<file path="src/rtl/axa_pkg.sv">
// Shared definitions for the 2x2 matrix-multiplier host sequencer:
// FSM state encoding, operand/result slot indices and transfer counts.
package axa_pkg;

    typedef enum logic [2:0] {
        LOAD,
        START,
        WAIT_ACK,
        WAIT_RESULT,
        ACK,
        DRAIN
    } axa_state_t;

    localparam int OPERAND_COUNT = 8;
    localparam int RESULT_COUNT  = 4;

    // Operand slots, in the order words arrive on the input stream
    localparam logic [2:0] IDX_A11 = 3'd0;
    localparam logic [2:0] IDX_A12 = 3'd1;
    localparam logic [2:0] IDX_A21 = 3'd2;
    localparam logic [2:0] IDX_A22 = 3'd3;
    localparam logic [2:0] IDX_B11 = 3'd4;
    localparam logic [2:0] IDX_B12 = 3'd5;
    localparam logic [2:0] IDX_B21 = 3'd6;
    localparam logic [2:0] IDX_B22 = 3'd7;

    // Result slots, in the order words leave on the output stream
    localparam logic [1:0] IDX_C11 = 2'd0;
    localparam logic [1:0] IDX_C12 = 2'd1;
    localparam logic [1:0] IDX_C21 = 2'd2;
    localparam logic [1:0] IDX_C22 = 2'd3;

endpackage

</file>
<file path="src/rtl/axa_timeout_watchdog.sv">
// Cycle watchdog for the multiplier handshake. The count is cleared while
// clear is high and advances while enable is high; expired rises in the
// cycle whose closing edge would bring the count to TIMEOUT_CYCLES, so the
// owner reacts exactly TIMEOUT_CYCLES edges after the clear.
module axa_timeout_watchdog #(
    parameter int TIMEOUT_CYCLES = 1024
) (
    input  logic input_Clk,
    input  logic input_Reset,
    input  logic clear,
    input  logic enable,
    output logic expired
);

    localparam int CNT_W = $clog2(TIMEOUT_CYCLES + 1);

    logic [CNT_W-1:0] count_q;

    assign expired = enable && (count_q == CNT_W'(TIMEOUT_CYCLES - 1));

    // Cycle counter; holds once expired so it can never wrap
    always_ff @(posedge input_Clk or negedge input_Reset) begin
        if (!input_Reset) begin
            count_q <= '0;
        end else if (clear) begin
            count_q <= '0;
        end else if (enable && !expired) begin
            count_q <= count_q + 1'b1;
        end
    end

endmodule

</file>
<file path="src/rtl/axa_host_sequencer.sv">
// Host-side sequencer for the 2x2 floating-point matrix multiplier.
// Collects eight operand words from a valid/ready stream, runs the
// Start/Stable/AB_Ack and Done/C_Ack handshakes, then streams C11..C22 out.
// Optional feature: define AXA_TIMEOUT_EN to add a handshake watchdog that
// aborts to LOAD and raises the sticky err_Timeout flag.
module axa_host_sequencer
    import axa_pkg::*;
#(
    parameter int DATA_WIDTH     = 32,
    parameter int TIMEOUT_CYCLES = 1024
) (
    input  logic                  input_Clk,
    input  logic                  input_Reset,
    input  logic [DATA_WIDTH-1:0] in_Word,
    input  logic                  in_Valid,
    output logic                  in_Ready,
    output logic [DATA_WIDTH-1:0] out_Word,
    output logic                  out_Valid,
    input  logic                  out_Ready,
    output logic [DATA_WIDTH-1:0] mult_A11,
    output logic [DATA_WIDTH-1:0] mult_A12,
    output logic [DATA_WIDTH-1:0] mult_A21,
    output logic [DATA_WIDTH-1:0] mult_A22,
    output logic [DATA_WIDTH-1:0] mult_B11,
    output logic [DATA_WIDTH-1:0] mult_B12,
    output logic [DATA_WIDTH-1:0] mult_B21,
    output logic [DATA_WIDTH-1:0] mult_B22,
    output logic                  mult_Start,
    output logic                  mult_Stable,
    input  logic                  mult_AB_Ack,
    input  logic                  mult_Done,
    input  logic [DATA_WIDTH-1:0] mult_C11,
    input  logic [DATA_WIDTH-1:0] mult_C12,
    input  logic [DATA_WIDTH-1:0] mult_C21,
    input  logic [DATA_WIDTH-1:0] mult_C22,
    output logic                  mult_C_Ack,
    output logic                  busy,
    output logic                  err_Timeout
);

    axa_state_t            state_q;
    logic [2:0]            op_idx_q;
    logic [1:0]            res_idx_q;
    logic [DATA_WIDTH-1:0] op_q  [OPERAND_COUNT];
    logic [DATA_WIDTH-1:0] res_q [RESULT_COUNT];
    logic                  wd_expired;
    logic                  in_accept;
    logic                  capture;

    // in_Ready is only ever high in LOAD, so an accept always belongs to LOAD
    assign in_accept = (state_q == LOAD) && in_Valid && in_Ready;
    assign capture   = (state_q == WAIT_RESULT) && mult_Done && !wd_expired;

    assign mult_A11 = op_q[IDX_A11];
    assign mult_A12 = op_q[IDX_A12];
    assign mult_A21 = op_q[IDX_A21];
    assign mult_A22 = op_q[IDX_A22];
    assign mult_B11 = op_q[IDX_B11];
    assign mult_B12 = op_q[IDX_B12];
    assign mult_B21 = op_q[IDX_B21];
    assign mult_B22 = op_q[IDX_B22];

`ifdef AXA_TIMEOUT_EN
    logic wd_clear;
    logic wd_enable;

    // START is the single cycle before WAIT_ACK, so clearing there makes
    // the count start from zero on WAIT_ACK entry
    assign wd_clear  = (state_q == START);
    assign wd_enable = (state_q == WAIT_ACK) || (state_q == WAIT_RESULT) ||
                       (state_q == ACK);

    axa_timeout_watchdog #(
        .TIMEOUT_CYCLES(TIMEOUT_CYCLES)
    ) u_watchdog (
        .input_Clk  (input_Clk),
        .input_Reset(input_Reset),
        .clear      (wd_clear),
        .enable     (wd_enable),
        .expired    (wd_expired)
    );

    // Sticky timeout flag; only reset clears it
    always_ff @(posedge input_Clk or negedge input_Reset) begin
        if (!input_Reset) begin
            err_Timeout <= 1'b0;
        end else if (wd_expired) begin
            err_Timeout <= 1'b1;
        end
    end
`else
    assign wd_expired  = 1'b0;
    assign err_Timeout = 1'b0;
`endif

    // Operand capture: slot chosen by the load index, frozen outside LOAD
    always_ff @(posedge input_Clk or negedge input_Reset) begin
        if (!input_Reset) begin
            for (int i = 0; i < OPERAND_COUNT; i++) begin
                op_q[i] <= '0;
            end
        end else if (in_accept) begin
            op_q[op_idx_q] <= in_Word;
        end
    end

    // Result capture on the first mult_Done seen in WAIT_RESULT
    always_ff @(posedge input_Clk or negedge input_Reset) begin
        if (!input_Reset) begin
            for (int i = 0; i < RESULT_COUNT; i++) begin
                res_q[i] <= '0;
            end
        end else if (capture) begin
            res_q[IDX_C11] <= mult_C11;
            res_q[IDX_C12] <= mult_C12;
            res_q[IDX_C21] <= mult_C21;
            res_q[IDX_C22] <= mult_C22;
        end
    end

    // Sequencer FSM with all handshake and stream outputs registered
    always_ff @(posedge input_Clk or negedge input_Reset) begin
        if (!input_Reset) begin
            state_q     <= LOAD;
            op_idx_q    <= '0;
            res_idx_q   <= '0;
            in_Ready    <= 1'b0;
            out_Valid   <= 1'b0;
            out_Word    <= '0;
            mult_Start  <= 1'b0;
            mult_Stable <= 1'b0;
            mult_C_Ack  <= 1'b0;
            busy        <= 1'b0;
        end else if (wd_expired) begin
            // Abandon the transaction; nothing is emitted for it
            state_q     <= LOAD;
            mult_Start  <= 1'b0;
            mult_Stable <= 1'b0;
            mult_C_Ack  <= 1'b0;
            busy        <= 1'b0;
            in_Ready    <= 1'b1;
        end else begin
            case (state_q)
                LOAD: begin
                    in_Ready <= 1'b1;
                    if (in_Valid && in_Ready) begin
                        if (op_idx_q == IDX_B22) begin
                            op_idx_q <= '0;
                            in_Ready <= 1'b0;
                            busy     <= 1'b1;
                            state_q  <= START;
                        end else begin
                            op_idx_q <= op_idx_q + 3'd1;
                        end
                    end
                end
                START: begin
                    mult_Start  <= 1'b1;
                    mult_Stable <= 1'b1;
                    state_q     <= WAIT_ACK;
                end
                WAIT_ACK: begin
                    if (mult_AB_Ack) begin
                        mult_Start <= 1'b0;
                        state_q    <= WAIT_RESULT;
                    end
                end
                WAIT_RESULT: begin
                    if (mult_Done) begin
                        mult_Stable <= 1'b0;
                        mult_C_Ack  <= 1'b1;
                        state_q     <= ACK;
                    end
                end
                ACK: begin
                    // Present C11 together with the C_Ack release so the
                    // first output appears on DRAIN entry
                    if (!mult_Done) begin
                        mult_C_Ack <= 1'b0;
                        res_idx_q  <= IDX_C11;
                        out_Valid  <= 1'b1;
                        out_Word   <= res_q[IDX_C11];
                        state_q    <= DRAIN;
                    end
                end
                DRAIN: begin
                    if (out_Ready) begin
                        if (res_idx_q == IDX_C22) begin
                            out_Valid <= 1'b0;
                            res_idx_q <= '0;
                            busy      <= 1'b0;
                            in_Ready  <= 1'b1;
                            state_q   <= LOAD;
                        end else begin
                            res_idx_q <= res_idx_q + 2'd1;
                            out_Word  <= res_q[res_idx_q + 2'd1];
                        end
                    end
                end
                default: begin
                    state_q <= LOAD;
                end
            endcase
        end
    end

endmodule

</file>
<file path="config.mk">
export PLATFORM = sky130hd
export DESIGN_NAME = axa_host_sequencer
export DESIGN_NICKNAME = d
export VERILOG_FILES = /design/src/rtl/axa_pkg.sv /design/src/rtl/axa_timeout_watchdog.sv /design/src/rtl/axa_host_sequencer.sv
export SDC_FILE = /design/constraint.sdc
export NUM_CORES = 1
export LEC_CHECK = 0
export BUFFER_PORTS_ARGS = -buffer_cell sky130_fd_sc_hd__buf_2
export CAP_MARGIN = 20
export CORE_UTILIZATION = 30
export DETAILED_ROUTE_END_ITERATION = 7
export GPL_ROUTABILITY_DRIVEN = 0
export GPL_TIMING_DRIVEN = 0
export PLACE_DENSITY = 0.59
export SYNTH_ARGS = -nofsm -noshare
export SYNTH_HDL_FRONTEND = slang
export SYNTH_SLANG_ARGS = --single-unit
</file>
<file path="constraint.sdc">
create_clock -name input_Clk -period 2.4 [get_ports input_Clk]
set_input_delay 0.24 -clock input_Clk [delete_from_list [all_inputs] [get_ports input_Clk]]
set_output_delay 0.24 -clock input_Clk [all_outputs]
set_load 0.02 [all_outputs]
</file>
Word level (Yosys, flattened, before mapping)
Cells that the tools add are included.
W data, S select, Z words.

word-level totals
  bits in registers = 430
  latch bits = 0
  RAM bits = 0
  ROM bits = 0
  bits of input ports = 166
  output and inout bits = 295
  logic and storage cells = 107
  memories = 0

cells by class
  add/sub/neg operators = 2
  multiply operators = 0
  div/mod/pow operators = 0
  $lt $le $gt $ge = 3
  equality and inequality tests = 15
  shift operators = 0
  multiplexer cells = 42
  bitwise gates (word level) = 2
  reductions and logical operators = 21

operator list
  operator              count
  $bwmux W256           1
  $mux W32              6
  $demux W32 S3         1
  $bmux W32 S2          1
  $pmux W32 S2          1
  $mux W3               8
  $pmux W3 S6           1
  $mux W1               13
  $ne A2 B2 Y1 const B  6
  $pmux W1 S2           6
  $reduce_bool A2 Y1    5
  $eq A3 B3 Y1 const B  3
  $reduce_and A3 Y1     3
  $reduce_and A4 Y1     2
  $reduce_and A7 Y1     1
  $eq A3 B2 Y1 const B  2
  $mux W2               3
  $reduce_and A2 Y1     3
  $logic_and A1 B1 Y1   5
  $reduce_and A5 Y1     1
  $ge A4 B4 Y1 const B  1
  $lt A4 B1 Y1 const B  1
  $ne A2 B1 Y1 const B  2
  $not A3 Y4            1
  8 further kinds       8

Longest topological paths before layout
Gate-level depths: netlist (run 1).

  depth in word-level cells = 8
  depth in mapped cells = 7
  depth with buffers taken out = 5

Least setup slack after synthesis (run 1)
Ideal clock, no wire load.

  kind = in2reg
  start = input port state_q[0]
  end = register op_q (netlist bit mult_B11[10])
  library setup time = 0.125 ns
  data arrival time = 1.794 ns
  data required time = 2.275 ns
  slack = 0.481 ns
  stages = 7
  buffers on the path = 2
  cells stage by stage = dfrtp_1 > buf_6 > nor3_4 > nand3_4 > nor4b_4 > buf_6 > mux2_4

on the way
  cells in the longest elaborated chain, start to end = 3

ends and longest elaborated chain
  item                              line                       RTL
  start: declaration                axa_host_sequencer.sv:41   axa_state_t state_q;
  $logic_not A3 Y1                  axa_host_sequencer.sv:51   assign in_accept = (state_q == LOAD) && in_Valid && in_Ready;
  $logic_and A1 B1 Y1 (2 in a row)  axa_host_sequencer.sv:51
  end signal: indexed assignment    axa_host_sequencer.sv:103  op_q[op_idx_q] <= in_Word;
  end: declaration                  axa_host_sequencer.sv:44   logic [DATA_WIDTH-1:0] op_q [OPERAND_COUNT];

Every way passes these cells.
A chain may end at the register's enable or synchronous reset.

Final worst setup path (run 1)
  start = input port state_q[0]
  end = register op_q (netlist bit mult_B11[11])

Same word-level chain as after synthesis.

==> results.cfg, run 1 <==
[outcome]
status = finished clean

[synthesis]
ys_ff_latch = 430
synth-seq-area-share_pct = 62.6
ys.flop_type = dfrtp_1
ys_types = 42
syn_avg_cell_area_um2 = 15.3
synthCells = 1121
ys_async_sr_fraction_pct = 100
yosysTopAreaCellShare_pct = 62.6
synth_edf_count = 0
syn_area_um2 = 17200
syn-num-nets = 1290
yosys_warnings = 0
yosys.area.top_type = dfrtp_1
synth.top_cells.by_area = dfrtp_1 63%, mux2_2 25%, mux2_4 2.6%

[timing]
setup_viol = 0
slew_violations = 0
rsz0062_at_grt = yes
finClkSkew_ps = 27.5
tightest_slew_ps = 860
fmax_ghz = 0.432
period_share_pct = 96.5
tns_ps = 0
finalHoldViolCount = 0
max_slew_margin_pct = 42.7
min_period_ps = 2320

[cells_and_area]
final_cell_area_um2 = 23500
area_delta_synth_final_pct = 37.0
nets = 1947
post-route-util_pct = 41.7
drive_gt1_share_pct = 55.6
final_cell_mix = 494 x buf_2, 430 x dfrtp_1, 379 x mux2_2
mostFrequentLayoutCell = buf_2

[die]
start_util_pct = 30.4
die_w_um = 241
io_pins = 461
rows = 87
die_h_um = 241
die_area_um2 = 58200
fp.coreArea_um2 = 56500

[placed_design]
placed_area_um2 = 20500
dp_hpwl_um = 36600
portBuffers = 459

[clock_tree]
cts_tree = done
root_buffer = clkbuf_16
clock-sinks = 430
htreeDepth = 2
cts.clk_slew.worst_paths_ps = 60
numCtsBuffers = 47
clockBufferDepth = 3
clk_latency_ps = 580

[drt]
viasPerCell = 4.57
drc_errors = 0
via_count = 11800
drt_iter0_drc = 401
post_drt_wl_per_cell_um = 19.6
first_pass_iters = 6
ant_nets = 0
wirelength_um = 50500

[global_routing]
track_usage_pct = 16.9
grt_antenna_before_repair = 2
grt_pass1_wl_um = 75200
grt_max_degree = 118
overflow = 0
grt_pass1_vias = 12400

[critical_path]
worst-setup-path-type = register to register
critPathArrivalTime_ps = 2770
crit_fanout = 10
end_kind = register
startpoint_type = register
cp.required_ps = 2850

[power]
powerDensity_nw_per_um2 = 1310
vdd_ir_drop_max_mv = 0.627
cellLeakagePower_uw = 0.0116

[job]
maxCapViolations = 0

[hold_path]
hp-class = input pin to register
## Yosys cell counts, types with 2 or more instances
master,count
o22ai_1,33
nor2_1,39
nor2b_1,2
nand4b_2,2
o31ai_1,33
mux2_1,7
nand2b_1,4
mux2_4,30
nand4b_1,2
and3_1,2
a21oi_1,5
dfrtp_1,430
a31oi_1,2
nor4b_4,2
buf_4,2
a22o_1,2
or3_1,2
buf_2,35
mux2_2,379
o21ai_0,10
ha_1,3
nor3_1,2
buf_6,10
nand3_1,3
nand2_1,43
clkbuf_1,18
inv_1,4
## what timing repair did
action | CTS | global route
pin swaps | 0 | 1
resized for setup | 1 | 9
setup endpoints to repair | 23 | 50
endpoints found under the hold margin | 313 | 0
hold buffers | 143 | 0
setup buffers | 0 | 2
## layout make-up
class	count	area, um^2
Fill cell	5284	33000
Sequential cell	430	10800
Multi-Input combinational cell	621	6040
Timing Repair Buffer	608	3840
Clock buffer	69	1360
Tap cell	756	946
Buffer	66	379
Clock inverter	19	198
Inverter	4	15.0
Antenna cell	2	5.00
## worst max-delay path, cell delays in order (launching register included)
cell and delay (ps):
dfrtp_1 370, buf_6 140, nor3_4 230, nand3_4 190, nor4b_4 660, buf_6 290, mux2_4 320
## registers in the layout (all words and copies together) (netlist names)
name	cells
res_q	128
mult_A11	32
mult_A12	32
mult_A21	32
mult_A22	32
mult_B11	32
mult_B12	32
mult_B21	32
mult_B22	32
out_Word	32
op_idx_q	3
state_q	3
res_idx_q	2
busy	1
in_Ready	1
mult_C_Ack	1
mult_Stable	1
mult_Start	1
out_Valid	1
## metal layers
metal | GRT usage [%] | routed length [um] | share of wire [%] | up-vias
met5 | 0 | 0 | 0 | -
met4 | 4.97 | 1180 | 2.3 | 0
met3 | 6.04 | 4530 | 9.0 | 71
met2 | 29.6 | 24800 | 49 | 400
met1 | 19.3 | 20000 | 40 | 5949
li1 | - | - | - | 5359
## through the flow
| step | power, uW | setup WS (ps) | hold WS, ps | instances |
|---|---|---|---|---|
| 2_1_floorplan | 19300 | 481 | -55.6 | 1121 |
| 3_3_place_gp | 23300 | -7450 | 456 | 2336 |
| 3_5_place_dp | 23700 | -120 | 396 | 2340 |
| 4_1_cts | 31200 | 2.17 | 1.87 | 2571 |
| 5_1_grt | 32700 | -0.303 | 13.6 | 2574 |
| 6_report | 30900 | 83.9 | 35.5 | 2575 |
## logic make-up after synthesis
family / count (synthesis) / synth area share [%]
flops: 430 / 62.6
simple gates: 109 / 3.36
fa+ha+maj: 3 / 0.219
buf+inv: 70 / 2.27
compound gates: 92 / 3.57
other cells: 1 / 0.0218
mux: 416 / 27.9
## worst paths after layout
kind | slack, ps | depth (start not counted) | end | from
max | 80 | 6 | mult_B11[11] | state_q[0]
min | 40 | 2 | mult_A12[3] | in_Word[3]
max reg2reg | 80 | 6 | mult_B11[11] | state_q[0]
min reg2reg | 480 | 2 | out_Word[24] | out_Word[24]
max in group asynchronous | 440 | 4 | res_q[113] | input_Reset
min in group asynchronous | 370 | 2 | mult_B11[8] | input_Reset
## where the power goes
part / leakage [uW] / switching, uW / internal (uW)
clock network: 0.000767 / 2990 / 4270
registers: 0.00543 / 1730 / 10500
logic: 0.00544 / 6320 / 5100
Power figures use the tool's default switching activity.
==> run 2: changes to the inputs <==
--- a/config.mk
+++ b/config.mk
@@ -5,7 +5,7 @@
 export SDC_FILE = /design/constraint.sdc
 export NUM_CORES = 1
 export LEC_CHECK = 0
-export BUFFER_PORTS_ARGS = -buffer_cell sky130_fd_sc_hd__buf_2
+export BUFFER_PORTS_ARGS = -buffer_cell sky130_fd_sc_hd__clkbuf_2
 export CAP_MARGIN = 20
 export CORE_UTILIZATION = 30
 export DETAILED_ROUTE_END_ITERATION = 7
==> results.cfg, run 2 (same netlist as run 1, synthesis figures left out) <==
[outcome]
status = finished clean

[clock_tree]
clockBufferDepth = 3
numCtsBuffers = 49
htreeDepth = 2
clock-sinks = 430
root_buffer = clkbuf_16
cts_tree = done
clk_latency_ps = 580
cts.clk_slew.worst_paths_ps = 60

[power]
p_clk_share_pct = 23.4
p_sw_uw = 11100
pwr-share-seq_pct = 39.8
p_sw_share_pct = 35.9
cellLeakagePower_uw = 0.0116
vdd_ir_drop_max_mv = 0.641
powerDensity_nw_per_um2 = 1310
combPwrFrac_pct = 36.8
p_int_uw = 19800

[drt]
drt_iter0_drc = 358
via_count = 11800
ant_nets = 0
viasPerCell = 4.59
post_drt_wl_per_cell_um = 19.4
drc_errors = 0
wirelength_um = 50000
first_pass_iters = 4

[critical_path]
crit_family = simple AND/OR/NAND/NOR gates
reg2regPathDepth = 7
startpoint_type = register
worstSetupStartpoint = state_q[0]
cp.required_ps = 2850
worst-path-stages = 7
r2r_start = state_q[0]
worst-setup-path-type = register to register
crit_fanout = 10
path_buf_inv = 3
slowest_delay_ps = 380
path_cells = buf_6 > nor3_4 > nand3_4 > nor4_4 > buf_4 > buf_2 > mux2_2
cp_slowest_cell = mux2_2
timing.reg2reg.setup_slack_ps = 110
critPathArrivalTime_ps = 2740
end_kind = register
endpoint = mult_A11[19]
reg2reg_to = mult_A11[19]

[global_routing]
grt_pass1_vias = 12300
grt_antenna_before_repair = 2
overflow = 0
grt_max_degree = 114
grt_pass1_wl_um = 74500
track_usage_pct = 16.8

[timing]
tightest_slew_ps = 711
finalHoldViolCount = 0
period_share_pct = 95.5
max_slew_margin_pct = 52.6
slew_violations = 0
finClkSkew_ps = 15.7
postLayoutSetupSlackWorst_ps = 109
setup_viol = 0
min_period_ps = 2290
fmax_ghz = 0.436
tns_ps = 0

[cells_and_area]
multi_input_area_um2 = 6040
fillCellCount = 5234
top_register = res_q
mostFrequentLayoutCell = clkbuf_2
drive_gt1_share_pct = 55.6
area_delta_synth_final_pct = 37.2
nets = 1950
post-route-util_pct = 41.7
finalNonFillerCells = 2577
final_cell_mix = 461 x clkbuf_2, 430 x dfrtp_1, 379 x mux2_2
seq_area_um2 = 10800
final_cell_area_um2 = 23600
largest_reg_flops = 128

[placed_design]
dp.cells = 2341
dp_hpwl_um = 36600
portBuffers = 459
dpl_worst_slack_ps = -129
placed_area_um2 = 20500

[die]
die_w_um = 241
rows = 87
die_h_um = 241
fp.coreArea_um2 = 56500
die_area_um2 = 58200
start_util_pct = 30.4
io_pins = 461

[job]
maxCapViolations = 0

[hold_path]
hp-class = input pin to register
## run 2: worst min path at each step
| stage | from | end | slack, ps | depth (start not counted) |
|---|---|---|---|---|
| after floorplan | input_Reset | busy | -60 | 0 |
| after global placement | out_Word[10] | out_Word[10] | 460 | 2 |
| after detailed placement | input_Reset | mult_B22[1] | 250 | 1 |
| after CTS | in_Word[18] | mult_B11[18] | 0.3 | 2 |
| after global routing | in_Word[14] | mult_B11[14] | 20 | 2 |
| final | in_Word[18] | mult_B11[18] | 50 | 2 |
## run 2: through the flow
stage / total power, uW / hold slack, ps
finish: 30900 / 45.7
global route: 32700 / 18.1
CTS: 31300 / 0.252
detailed placement: 23700 / 250
global placement: 23300 / 461
floorplan: 19300 / -55.6
## run 2: worst reg2reg max path: cells and delay by family (launching register included)
family	cells	cell delay (ps)
simple gates	3	760
buf+inv	3	660
mux	1	380
flops	1	370
## run 2: power groups by stage
stage | clock [uW] | combinational [uW] | sequential (uW)
after global placement | 0 | 11100 | 12200
after floorplan | 0 | 4750 | 14600
final | 7240 | 11400 | 12300
after CTS | 7480 | 11500 | 12300
after global routing | 7740 | 12200 | 12700
after detailed placement | 0 | 11300 | 12400
## run 2: cell type report
type / count / share of cell area [%]
inverter: 4 / 0.0637
sequential: 430 / 45.6
multi-input combinational: 621 / 25.6
tap: 756 / 4.01
antenna: 2 / 0.0212
timing repair buffer: 609 / 16.4
buffer: 66 / 1.60
clock inverter: 12 / 0.499
clock buffer: 77 / 6.16
## run 2: per-layer routing
metal	up-vias	part of all wire [%]	track usage, %
met3	60	8.7	5.90
li1	5361	-	-
met1	5985	40	19.4
met4	0	2.2	4.87
met5	-	0	0
met2	417	49	29.3
## run 2: repair_timing
action,CTS,global route
setup endpoints to repair,10,96
buffers inserted,0,5
cloned,0,0
gates resized for setup,1,8
endpoints found under the hold margin,231,0
hold buffers,140,0
pin swaps,0,3
==> run 3: changes to the inputs <==
--- a/config.mk
+++ b/config.mk
@@ -12,6 +12,7 @@
 export GPL_ROUTABILITY_DRIVEN = 0
 export GPL_TIMING_DRIVEN = 0
 export PLACE_DENSITY = 0.59
+export RECOVER_POWER = 25
 export SYNTH_ARGS = -nofsm -noshare
 export SYNTH_HDL_FRONTEND = slang
 export SYNTH_SLANG_ARGS = --single-unit
==> results.cfg, run 3 (same netlist as run 1, synthesis figures left out) <==
[outcome]
status = finished clean

[clock_tree]
cts.clk_slew.worst_paths_ps = 60
clk_latency_ps = 580
numCtsBuffers = 49
root_buffer = clkbuf_16
clock-sinks = 430
htreeDepth = 2
clockBufferDepth = 3
cts_tree = done

[drt]
drt_iter0_drc = 331
post_drt_wl_per_cell_um = 19.4
via_count = 11800
viasPerCell = 4.58
wirelength_um = 50100
drc_errors = 0
first_pass_iters = 6
ant_nets = 0

[critical_path]
cp.required_ps = 2850
critPathArrivalTime_ps = 2740
worst-setup-path-type = register to register
crit_fanout = 10
end_kind = register
startpoint_type = register

[timing]
tightest_slew_ps = 978
period_share_pct = 95.2
hold_ws_ps = 46.6
max_slew_margin_pct = 34.8
setup_viol = 0
finClkSkew_ps = 15.7
min_period_ps = 2280
finalHoldViolCount = 0
slew_violations = 0
tns_ps = 0
fmax_ghz = 0.438

[cells_and_area]
finalNonFillerCells = 2577
drive_gt1_share_pct = 51.6
area_delta_synth_final_pct = 36.6
fillCellCount = 5272
mostFrequentLayoutCell = dfrtp_1
nets = 1950
final_cell_mix = 430 x dfrtp_1, 388 x clkbuf_2, 379 x mux2_2
top_register = res_q
largest_reg_flops = 128

[power]
vdd_ir_drop_max_mv = 0.641
cellLeakagePower_uw = 0.0113
powerDensity_nw_per_um2 = 1310

[placed_design]
dp.cells = 2341
portBuffers = 459
dp_hpwl_um = 36600

[global_routing]
grt_pass1_wl_um = 74500
grt_antenna_before_repair = 2
grt_max_degree = 114
grt_pass1_vias = 12300
overflow = 0
track_usage_pct = 16.8

[die]
rows = 87
die_w_um = 241
start_util_pct = 30.4
io_pins = 461
fp.coreArea_um2 = 56500
die_area_um2 = 58200
die_h_um = 241

[hold_path]
hp-class = input pin to register

[job]
maxCapViolations = 0
==> run 3: cell count changes in the layout (fill, tap and decap cells not counted), sizes merged <==
cell	before	now
buf	58	57
clkbuf	554	555
==> run 3: layout make-up <==
cell class	count	area, um^2	share of cell area (%)
clock inverters	12	118	0.501
multi-input cells	621	6040	25.8
plain buffers	66	378	1.61
repair buffers	609	3750	16.0
diodes	2	5.00	0.0213
flip-flops and latches	430	10800	45.9
inverters	4	15.0	0.0640
well taps	756	946	4.03
clock buffers	77	1450	6.19
==> run 3: per-stage QoR <==
stage / setup WS [ps] / util [%] / instance area, um^2 / power [uW]
after floorplan: 481 / - / 17200 / 19300
after global placement: -8540 / 36.1 / 20400 / 23300
after detailed placement: -129 / 36.4 / 20500 / 23700
after CTS: 2.10 / 41.6 / 23500 / 31300
after global routing: -6.33 / 41.5 / 23500 / 32500
final: 115 / 41.5 / 23500 / 30800
==> run 3: path summary, 6_finish.rpt <==
check,start,end,slack [ps],cells after the start
hold / removal,in_Word[18],mult_B11[18],50,2
min in group asynchronous,input_Reset,mult_A21[6],210,2
hold reg to reg,mult_A21[5],mult_A21[5],480,1
max in group asynchronous,input_Reset,res_q[49],300,4
setup reg to reg,state_q[0],mult_A11[19],120,7
setup / recovery,state_q[0],mult_A11[19],120,7
==> run 3: what timing repair did <==
| action | CTS | global route |
|---|---|---|
| setup endpoints to repair | 10 | 96 |
| gates resized for setup | 1 | 8 |
| endpoints found under the hold margin | 231 | 0 |
| buffers inserted | 0 | 5 |
| pin swaps | 0 | 3 |
| cloned | 0 | 0 |
| hold buffers | 140 | 0 |
==> run 3: worst max-delay path, cell delays in order, from the launching register on <==
cell and delay, ps:
dfrtp_1 370, buf_6 140, nor3_4 240, nand3_4 200, nor4_4 320, buf_4 210
buf_2 310, mux2_2 380
==> run 3: where the power goes <==
group / internal, uW / switching (uW)
registers: 10500 / 1800
logic: 4920 / 6330
clock network: 4270 / 2970
==> run 3: metal layers <==
| layer | wire length, um | vias to the layer above | track usage (%) |
|---|---|---|---|
| met4 | 1110 | 0 | 4.87 |
| li1 | - | 5354 | - |
| met5 | 0 | - | 0 |
| met2 | 24700 | 418 | 29.3 |
| met3 | 4380 | 58 | 5.90 |
| met1 | 19900 | 5979 | 19.4 |
